==> src/rtl/mul6_error_accumulator_if.sv <==
// mul6_error_accumulator_if: sample stream carrying an operand pair and its approximate product
interface mul6_error_accumulator_if #(
    parameter int W = 6
) ();
    logic           in_valid;
    logic           in_ready;
    logic [W-1:0]   op_a;
    logic [W-1:0]   op_b;
    logic [2*W-1:0] approx_p;

    modport master (output in_valid, op_a, op_b, approx_p, input in_ready);
    modport slave  (input in_valid, op_a, op_b, approx_p, output in_ready);
endinterface

==> src/rtl/mul6_error_accumulator.sv <==
// mul6_error_accumulator: windowed error metrics of an approximate WxW multiplier against the exact product
module mul6_error_accumulator #(
    parameter int W     = 6,
    parameter int CNT_W = 16
) (
    input  logic                     clk,
    input  logic                     rst,
    input  logic                     clear,
    input  logic                     start,
    input  logic [CNT_W-1:0]         n_samples,
    mul6_error_accumulator_if.slave  smp,
    output logic                     busy,
    output logic                     done,
    output logic [CNT_W-1:0]         sample_cnt,
    output logic [CNT_W-1:0]         err_cnt,
    output logic [2*W+CNT_W-1:0]     sum_ed,
    output logic [2*W-1:0]           max_ed,
    output logic [2*W+CNT_W:0]       bias
);
    localparam int P  = 2 * W;
    localparam int SW = P + CNT_W;

    typedef enum logic [1:0] {IDLE, RUN, DRAIN, DONE} state_t;
    state_t state, state_n;

    logic [CNT_W-1:0] n_lat, acc_cnt, acc_n, n_n;
    logic [P-1:0]     exact_r, approx_r, ed;
    logic [P:0]       d_r;
    logic             v1, v2, xfer, go, last;

    assign xfer  = smp.in_valid & smp.in_ready;
    assign go    = start & (state == IDLE || state == DONE);
    assign acc_n = go ? '0 : acc_cnt + CNT_W'(xfer);
    assign n_n   = go ? n_samples : n_lat;
    assign last  = (state == RUN) && xfer && (acc_n == n_lat);
    assign ed    = d_r[P] ? P'(-d_r) : d_r[P-1:0];
    assign busy  = (state == RUN) || (state == DRAIN);

    always_comb begin
        state_n = go ? (n_samples == '0 ? DONE : RUN) :
                  last ? DRAIN :
                  (state == DRAIN && !v1 && !v2) ? DONE : state;
    end

    always_ff @(posedge clk) begin
        if (rst || clear) state <= IDLE;
        else              state <= state_n;
    end

    always_ff @(posedge clk) begin
        if (rst || clear) begin
            smp.in_ready <= 1'b0;
            done         <= 1'b0;
            v1           <= 1'b0;
            v2           <= 1'b0;
            exact_r      <= '0;
            approx_r     <= '0;
            d_r          <= '0;
            acc_cnt      <= '0;
            n_lat        <= '0;
            sample_cnt   <= '0;
            err_cnt      <= '0;
            sum_ed       <= '0;
            max_ed       <= '0;
            bias         <= '0;
        end else begin
            // a zero-length window restarted from DONE still needs its own done pulse
            done         <= (state_n == DONE) && (state != DONE || go);
            smp.in_ready <= (state_n == RUN) && (acc_n < n_n);
            acc_cnt      <= acc_n;
            n_lat        <= n_n;
            v1           <= xfer;
            exact_r      <= P'(smp.op_a) * P'(smp.op_b);
            approx_r     <= smp.approx_p;
            v2           <= v1;
            d_r          <= {1'b0, approx_r} - {1'b0, exact_r};
            if (go) begin
                sample_cnt <= '0;
                err_cnt    <= '0;
                sum_ed     <= '0;
                max_ed     <= '0;
                bias       <= '0;
            end else if (v2) begin
                sample_cnt <= sample_cnt + 1'b1;
                err_cnt    <= err_cnt + CNT_W'(d_r != '0);
                sum_ed     <= sum_ed + SW'(ed);
                max_ed     <= (ed > max_ed) ? ed : max_ed;
                bias       <= bias + {{(SW - P){d_r[P]}}, d_r};
            end
        end
    end
endmodule

==> src/flat_wrapper.sv <==
// flat-port wrapper written by rule: the top's interface ports become plain ports
module mul6_error_accumulator_flat 
#(
    parameter int W     = 6,
    parameter int CNT_W = 16
)
  (clk, rst, clear, start, n_samples, busy, done, sample_cnt, err_cnt, sum_ed, max_ed, bias, smp_in_valid, smp_op_a, smp_op_b, smp_approx_p, smp_in_ready);
  mul6_error_accumulator_if #(.W(W)) smp_i ();
  input  logic clk;
  input  logic rst;
  input  logic clear;
  input  logic start;
  input  logic [CNT_W-1:0] n_samples;
  output logic busy;
  output logic done;
  output logic [CNT_W-1:0] sample_cnt;
  output logic [CNT_W-1:0] err_cnt;
  output logic [2*W+CNT_W-1:0] sum_ed;
  output logic [2*W-1:0] max_ed;
  output logic [2*W+CNT_W:0] bias;
  input wire logic [$bits(smp_i.in_valid)-1:0] smp_in_valid;
  input wire logic [$bits(smp_i.op_a)-1:0] smp_op_a;
  input wire logic [$bits(smp_i.op_b)-1:0] smp_op_b;
  input wire logic [$bits(smp_i.approx_p)-1:0] smp_approx_p;
  output wire logic [$bits(smp_i.in_ready)-1:0] smp_in_ready;
  assign smp_i.in_valid = smp_in_valid;
  assign smp_i.op_a = smp_op_a;
  assign smp_i.op_b = smp_op_b;
  assign smp_i.approx_p = smp_approx_p;
  assign smp_in_ready = smp_i.in_ready;
  mul6_error_accumulator #(.W(W), .CNT_W(CNT_W)) u_core (.clk(clk), .rst(rst), .clear(clear), .start(start), .n_samples(n_samples), .smp(smp_i), .busy(busy), .done(done), .sample_cnt(sample_cnt), .err_cnt(err_cnt), .sum_ed(sum_ed), .max_ed(max_ed), .bias(bias));
endmodule
==> config.mk <==
export PLATFORM = sky130hd
export DESIGN_NAME = mul6_error_accumulator_flat
export DESIGN_NICKNAME = d
export VERILOG_FILES = /design/src/rtl/mul6_error_accumulator_if.sv /design/src/rtl/mul6_error_accumulator.sv /design/src/flat_wrapper.sv
export SDC_FILE = /design/constraint.sdc
export NUM_CORES = 1
export LEC_CHECK = 0
export CELL_PAD_IN_SITES_DETAIL_PLACEMENT = 0
export CELL_PAD_IN_SITES_GLOBAL_PLACEMENT = 1
export CORE_MARGIN = 5
export CORE_UTILIZATION = 42
export DETAILED_ROUTE_END_ITERATION = 10
export GPL_ROUTABILITY_DRIVEN = 0
export MAX_ROUTING_LAYER = met4
export PLACE_DENSITY_LB_ADDON = 0.1
export SLEW_MARGIN = 20
export SYNTH_ARGS = -nofsm -noshare
export SYNTH_HDL_FRONTEND = slang
export SYNTH_SLANG_ARGS = --single-unit
==> constraint.sdc <==
create_clock -name clk -period 4.47 [get_ports clk]
set_input_delay 0.894 -clock clk [delete_from_list [all_inputs] [get_ports clk]]
set_output_delay 0.894 -clock clk [all_outputs]
set_load 0.05 [all_outputs]
==> impl_results.md <==
- Post-DP HPWL: 21.64 mm
- Setup violators final: 0
- Drt via density: approximately 5.3
- Crit path required time: roughly 4.8 ns
- WS Path Type: in -> reg
- Number of distinct library cells after synthesis: 70
- Worst Hold End: u_core.v2$_SDFF_PP0_
- Max-slew violations: 0
- Worst IR Drop VDD: 0.0001999 V
- Crit-path most repeated cell: fa_1
- Placed cells: 1797
- Arr. time, crit path: approximately 4.5 ns
- Total track usage: ~19%
- Die height: ~170 um
- H-tree levels: 4
- Syn nets: 1500
- Clock-pin slew on the worst setup and hold paths: 0.07 ns
- Crit start category: input port
- Number of DRC markers in iteration 0: around 430
- Remaining Overflow, GRT: 0
- Place WS: -0.2807 ns
- Clk root buf: clkbuf_16
- Post-CTS Repair Setup Buffers: 0
- Max-Cap Viols: 0
- Fin crit period: around 4.2 ns
- Number of warnings issued by yosys: 0
- Fin crit share: 93.87%
- Largest net degree at the start of global routing: 45
- Reg2reg end: u_core.max_ed[2]$_SDFFE_PP0P_
- Placed Area: 13180 sq um
- RSZ-0062 raised after global routing: false
- Routed wire per std cell: around 15 um
- Met3 WL: about 1.1 mm
- Max Clock Skew: 0.01471 ns
- Worst skew pair latency: around 0.44 ns
- Setup ws final: 0.2739 ns
- Part of the power in registers: roughly 40%
- TritonRoute pass-1 iters: 4
- Max Freq: around 240 MHz
- IO Pins: between 100 and 150
- Internal: around 2.8 mW
- Post-route ant nets: 0
- TritonCTS clock tree: yes
- Critical path peak fanout: 2
- Post-synthesis sequential area ratio: around a third
- TritonCTS buffer count: 17
- Post-Syn Area: between 10000 and 15000 sq um
- Cell count of the worst reg-to-reg path: 15
- # fillers: roughly 2500
- Synth Area per Inst: approximately 8.4 sq um
- Status: finished clean
- Die W: between 150 and 200 um
- Critical-path cell list: clkdlybuf4s50_1 > and2_1 > fa_1 > inv_1 > fa_1 > fa_1 > inv_1 > ha_1 > a21o_1 > a21oi_1 > o21bai_1 > a21oi_2 > o21bai_1 > a21oi_1 > xor2_1 > nor2_1
- Starting Density: a little over two fifths
- Hold crit path type: reg -> reg
- Wirelength, routed: 28.12 mm
- Die area: between 30000 and 40000 sq um
- Fin cells: around 1800
- Port Buffers: 148
- Final Hold Vio Count: 0
- CP max stage cell: fa_1
- First-pass GRT wire length: approximately 47 mm
- Clk sinks: 176
- Max incr delay on CP: about 0.54 ns
- Total number of vias: 9610
- Ys flop type: dfxtp_1
- Worst Hold Depth: 1
- Seq cells post-synth: between 150 and 200
- P per Cell Area: 290.8 nW/um^2
- Row cnt: between 50 and 60
- Mapped Cells: roughly 1300
- Worst slew pin tran: 1.013 ns
- Share of cells above drive strength 1: under 10%
- Total core area: about 26000 sq um
- Hold Path Origin: u_core.v1$_SDFF_PP0_
- Met2 wire length: about 13 mm
- Crit end category: flop
- Vias in the first global route: around 9400
- Pleak: roughly 5.5 nW
- Rel. slew slack: between 30% and 40%
- Nets: between 1500 and 2000
- Ys async rst share: 0%
- Switch share: a little under a third
- Crit Reg-Reg Startpoint: u_core.d_r[0]$_SDFF_PP0_
- P_sw: approximately 1.2 mW
- Clock Power Share: between 30% and 40%
- R2R setup slack: between 0.6 and 0.7 ns
- Total power: 4.002 mW
- Comb power frac: 22.3%
- Post-route cell area: 13760 sq um
- DRC: 0
- CTS max path bufs: 2
- EDFF count, synth: 0
- Area delta synth->final: 22.77%
- Initial antenna violation count: 1
- Top Metal Used: met4
- Post-Route M1 WL: about 13 mm
==> worst max-delay path: cells and delay by family <==
family / cells / cell delay, ns
simple gates: 2 / 0.23
fa+ha+maj: 4 / 1.84
compound gates: 6 / 0.85
buf+inv: 3 / 0.51
xor+xnor: 1 / 0.17
==> layout make-up <==
type | instances | area (sq um) | share of cell area, %
diodes | 1 | 2.502 | 0.01819
inverters | 78 | 292.8 | 2.128
repair buffers | 180 | 1729 | 12.57
well taps | 335 | 419.2 | 3.046
clock buffers | 17 | 425.4 | 3.091
clock inverters | 15 | 138.9 | 1.009
flip-flops and latches | 176 | 3525 | 25.61
multi-input cells | 1028 | 7228 | 52.53
==> power by group through the flow <==
stage	clock [mW]	combinational [mW]	sequential, mW
2_1_floorplan	0	0.637	1.67
3_3_place_gp	0	0.886	1.68
3_5_place_dp	0	0.894	1.68
4_1_cts	1.51	0.900	1.64
5_1_grt	1.59	1.02	1.65
6_report	1.47	0.891	1.64
==> cell families after synthesis <==
| kind of cell | count (synthesis) | share of synthesized area, % |
|---|---|---|
| AOI/OAI and AO/OA | 238 | 14.01 |
| xor gates and xnor gates | 98 | 7.658 |
| adders and majority gates | 128 | 15.63 |
| DFF | 176 | 31.44 |
| muxes | 50 | 4.465 |
| and+or+nand+nor | 514 | 22.63 |
| buffers and inverters | 123 | 4.175 |
==> through the flow <==
stage	hold WS, ns	util [%]	TNS (ns)
final	0.4682	52.51	0
after floorplan	0.4310	-	0
after global placement	0.4532	50.30	-0.4407
after detailed placement	0.4552	50.30	-0.6607
after global routing	0.4877	52.51	0
after CTS	0.4735	52.46	0
==> routing by layer <==
layer / track usage (%) / up-vias
met3: 3.948 / 18
met5: - / -
met4: 4.024 / 0
li1: - / 4983
met2: 32.36 / 135
met1: 24.02 / 4474
==> state kept, by name (all words and copies together), names as in the netlist, 2 cells and up <==
| name | flops |
|---|---|
| u_core.approx_r | 12 |
| u_core.d_r | 13 |
| u_core.n_lat | 16 |
| u_core.max_ed | 12 |
| u_core.exact_r | 12 |
| u_core.sum_ed | 28 |
| u_core.state | 2 |
| u_core.err_cnt | 16 |
| u_core.bias | 29 |
| u_core.acc_cnt | 16 |
| u_core.sample_cnt | 16 |
==> synthesized netlist by cell type (3+ instances only) <==
cell type / count / area (sq um)
o31ai_1: 7 / 52.55
o41a_1: 3 / 33.78
or3_1: 24 / 150.1
ha_1: 108 / 1351
o22ai_1: 7 / 43.79
o2111ai_1: 4 / 35.03
nand2b_1: 10 / 62.56
a21oi_1: 75 / 375.4
buf_1: 10 / 37.54
or4_1: 4 / 30.03
nand3b_1: 3 / 22.52
nand4_1: 24 / 150.1
a21o_1: 23 / 172.7
nor2_1: 177 / 664.4
clkbuf_1: 30 / 112.6
o31a_1: 3 / 26.28
nor3b_1: 6 / 45.04
a31o_2: 6 / 52.55
buf_2: 5 / 25.02
a31oi_1: 8 / 50.05
a211oi_1: 13 / 97.59
dfxtp_1: 176 / 3523
o21a_1: 3 / 22.52
nor3_1: 33 / 165.2
a41oi_1: 3 / 26.28
o41ai_1: 5 / 43.79
and3_1: 20 / 125.1
fa_1: 20 / 400.4
o211ai_1: 3 / 22.52
inv_1: 78 / 292.8
and2_1: 56 / 350.3
nor4_1: 8 / 50.05
xnor2_1: 57 / 499.2
o21bai_1: 6 / 45.04
nand2_1: 87 / 326.6
a2111oi_0: 3 / 26.28
nor2b_1: 9 / 56.30
nand4b_1: 7 / 61.31
nand3_1: 34 / 170.2
o21ai_0: 41 / 205.2
mux2i_1: 50 / 500.5
or2_2: 5 / 31.28
xor2_1: 41 / 359.1
==> what timing repair did <==
action	4_1_cts	5_1_grt
resized for setup	0	4
hold buffers	0	0
endpoints found under the setup margin	0	1
endpoints found under the hold margin	0	0
==> worst max path at each step <==
stage	depth (start not counted)	to	startpoint	slack (ns)
floorplan	15	u_core.exact_r[11]$_SDFF_PP0_	smp_op_b[2]	0.30
global placement	15	u_core.exact_r[11]$_SDFF_PP0_	smp_op_a[0]	-0.22
detailed placement	15	u_core.exact_r[11]$_SDFF_PP0_	smp_op_a[0]	-0.28
CTS	15	u_core.exact_r[11]$_SDFF_PP0_	smp_op_a[0]	0.17
global route	16	u_core.exact_r[11]$_SDFF_PP0_	smp_op_b[2]	0.01
finish	16	u_core.exact_r[11]$_SDFF_PP0_	smp_op_b[2]	0.27
==> cells in the final DEF, fill, tap and decap left out, types with 17 or more instances in the layout <==
master / instances
nor2_1: 177
dfxtp_1: 175
clkdlybuf4s50_1: 145
ha_1: 108
nand2_1: 86
inv_1: 78
a21oi_1: 74
xnor2_1: 57
and2_1: 56
mux2i_1: 50
o21ai_0: 41
xor2_1: 41
nand3_1: 34
nor3_1: 33
buf_4: 32
or3_1: 24
nand4_1: 24
a21o_1: 23
and3_1: 20
fa_1: 20
clkbuf_16: 17
Note: power is estimated with default switching activity, not from simulation.
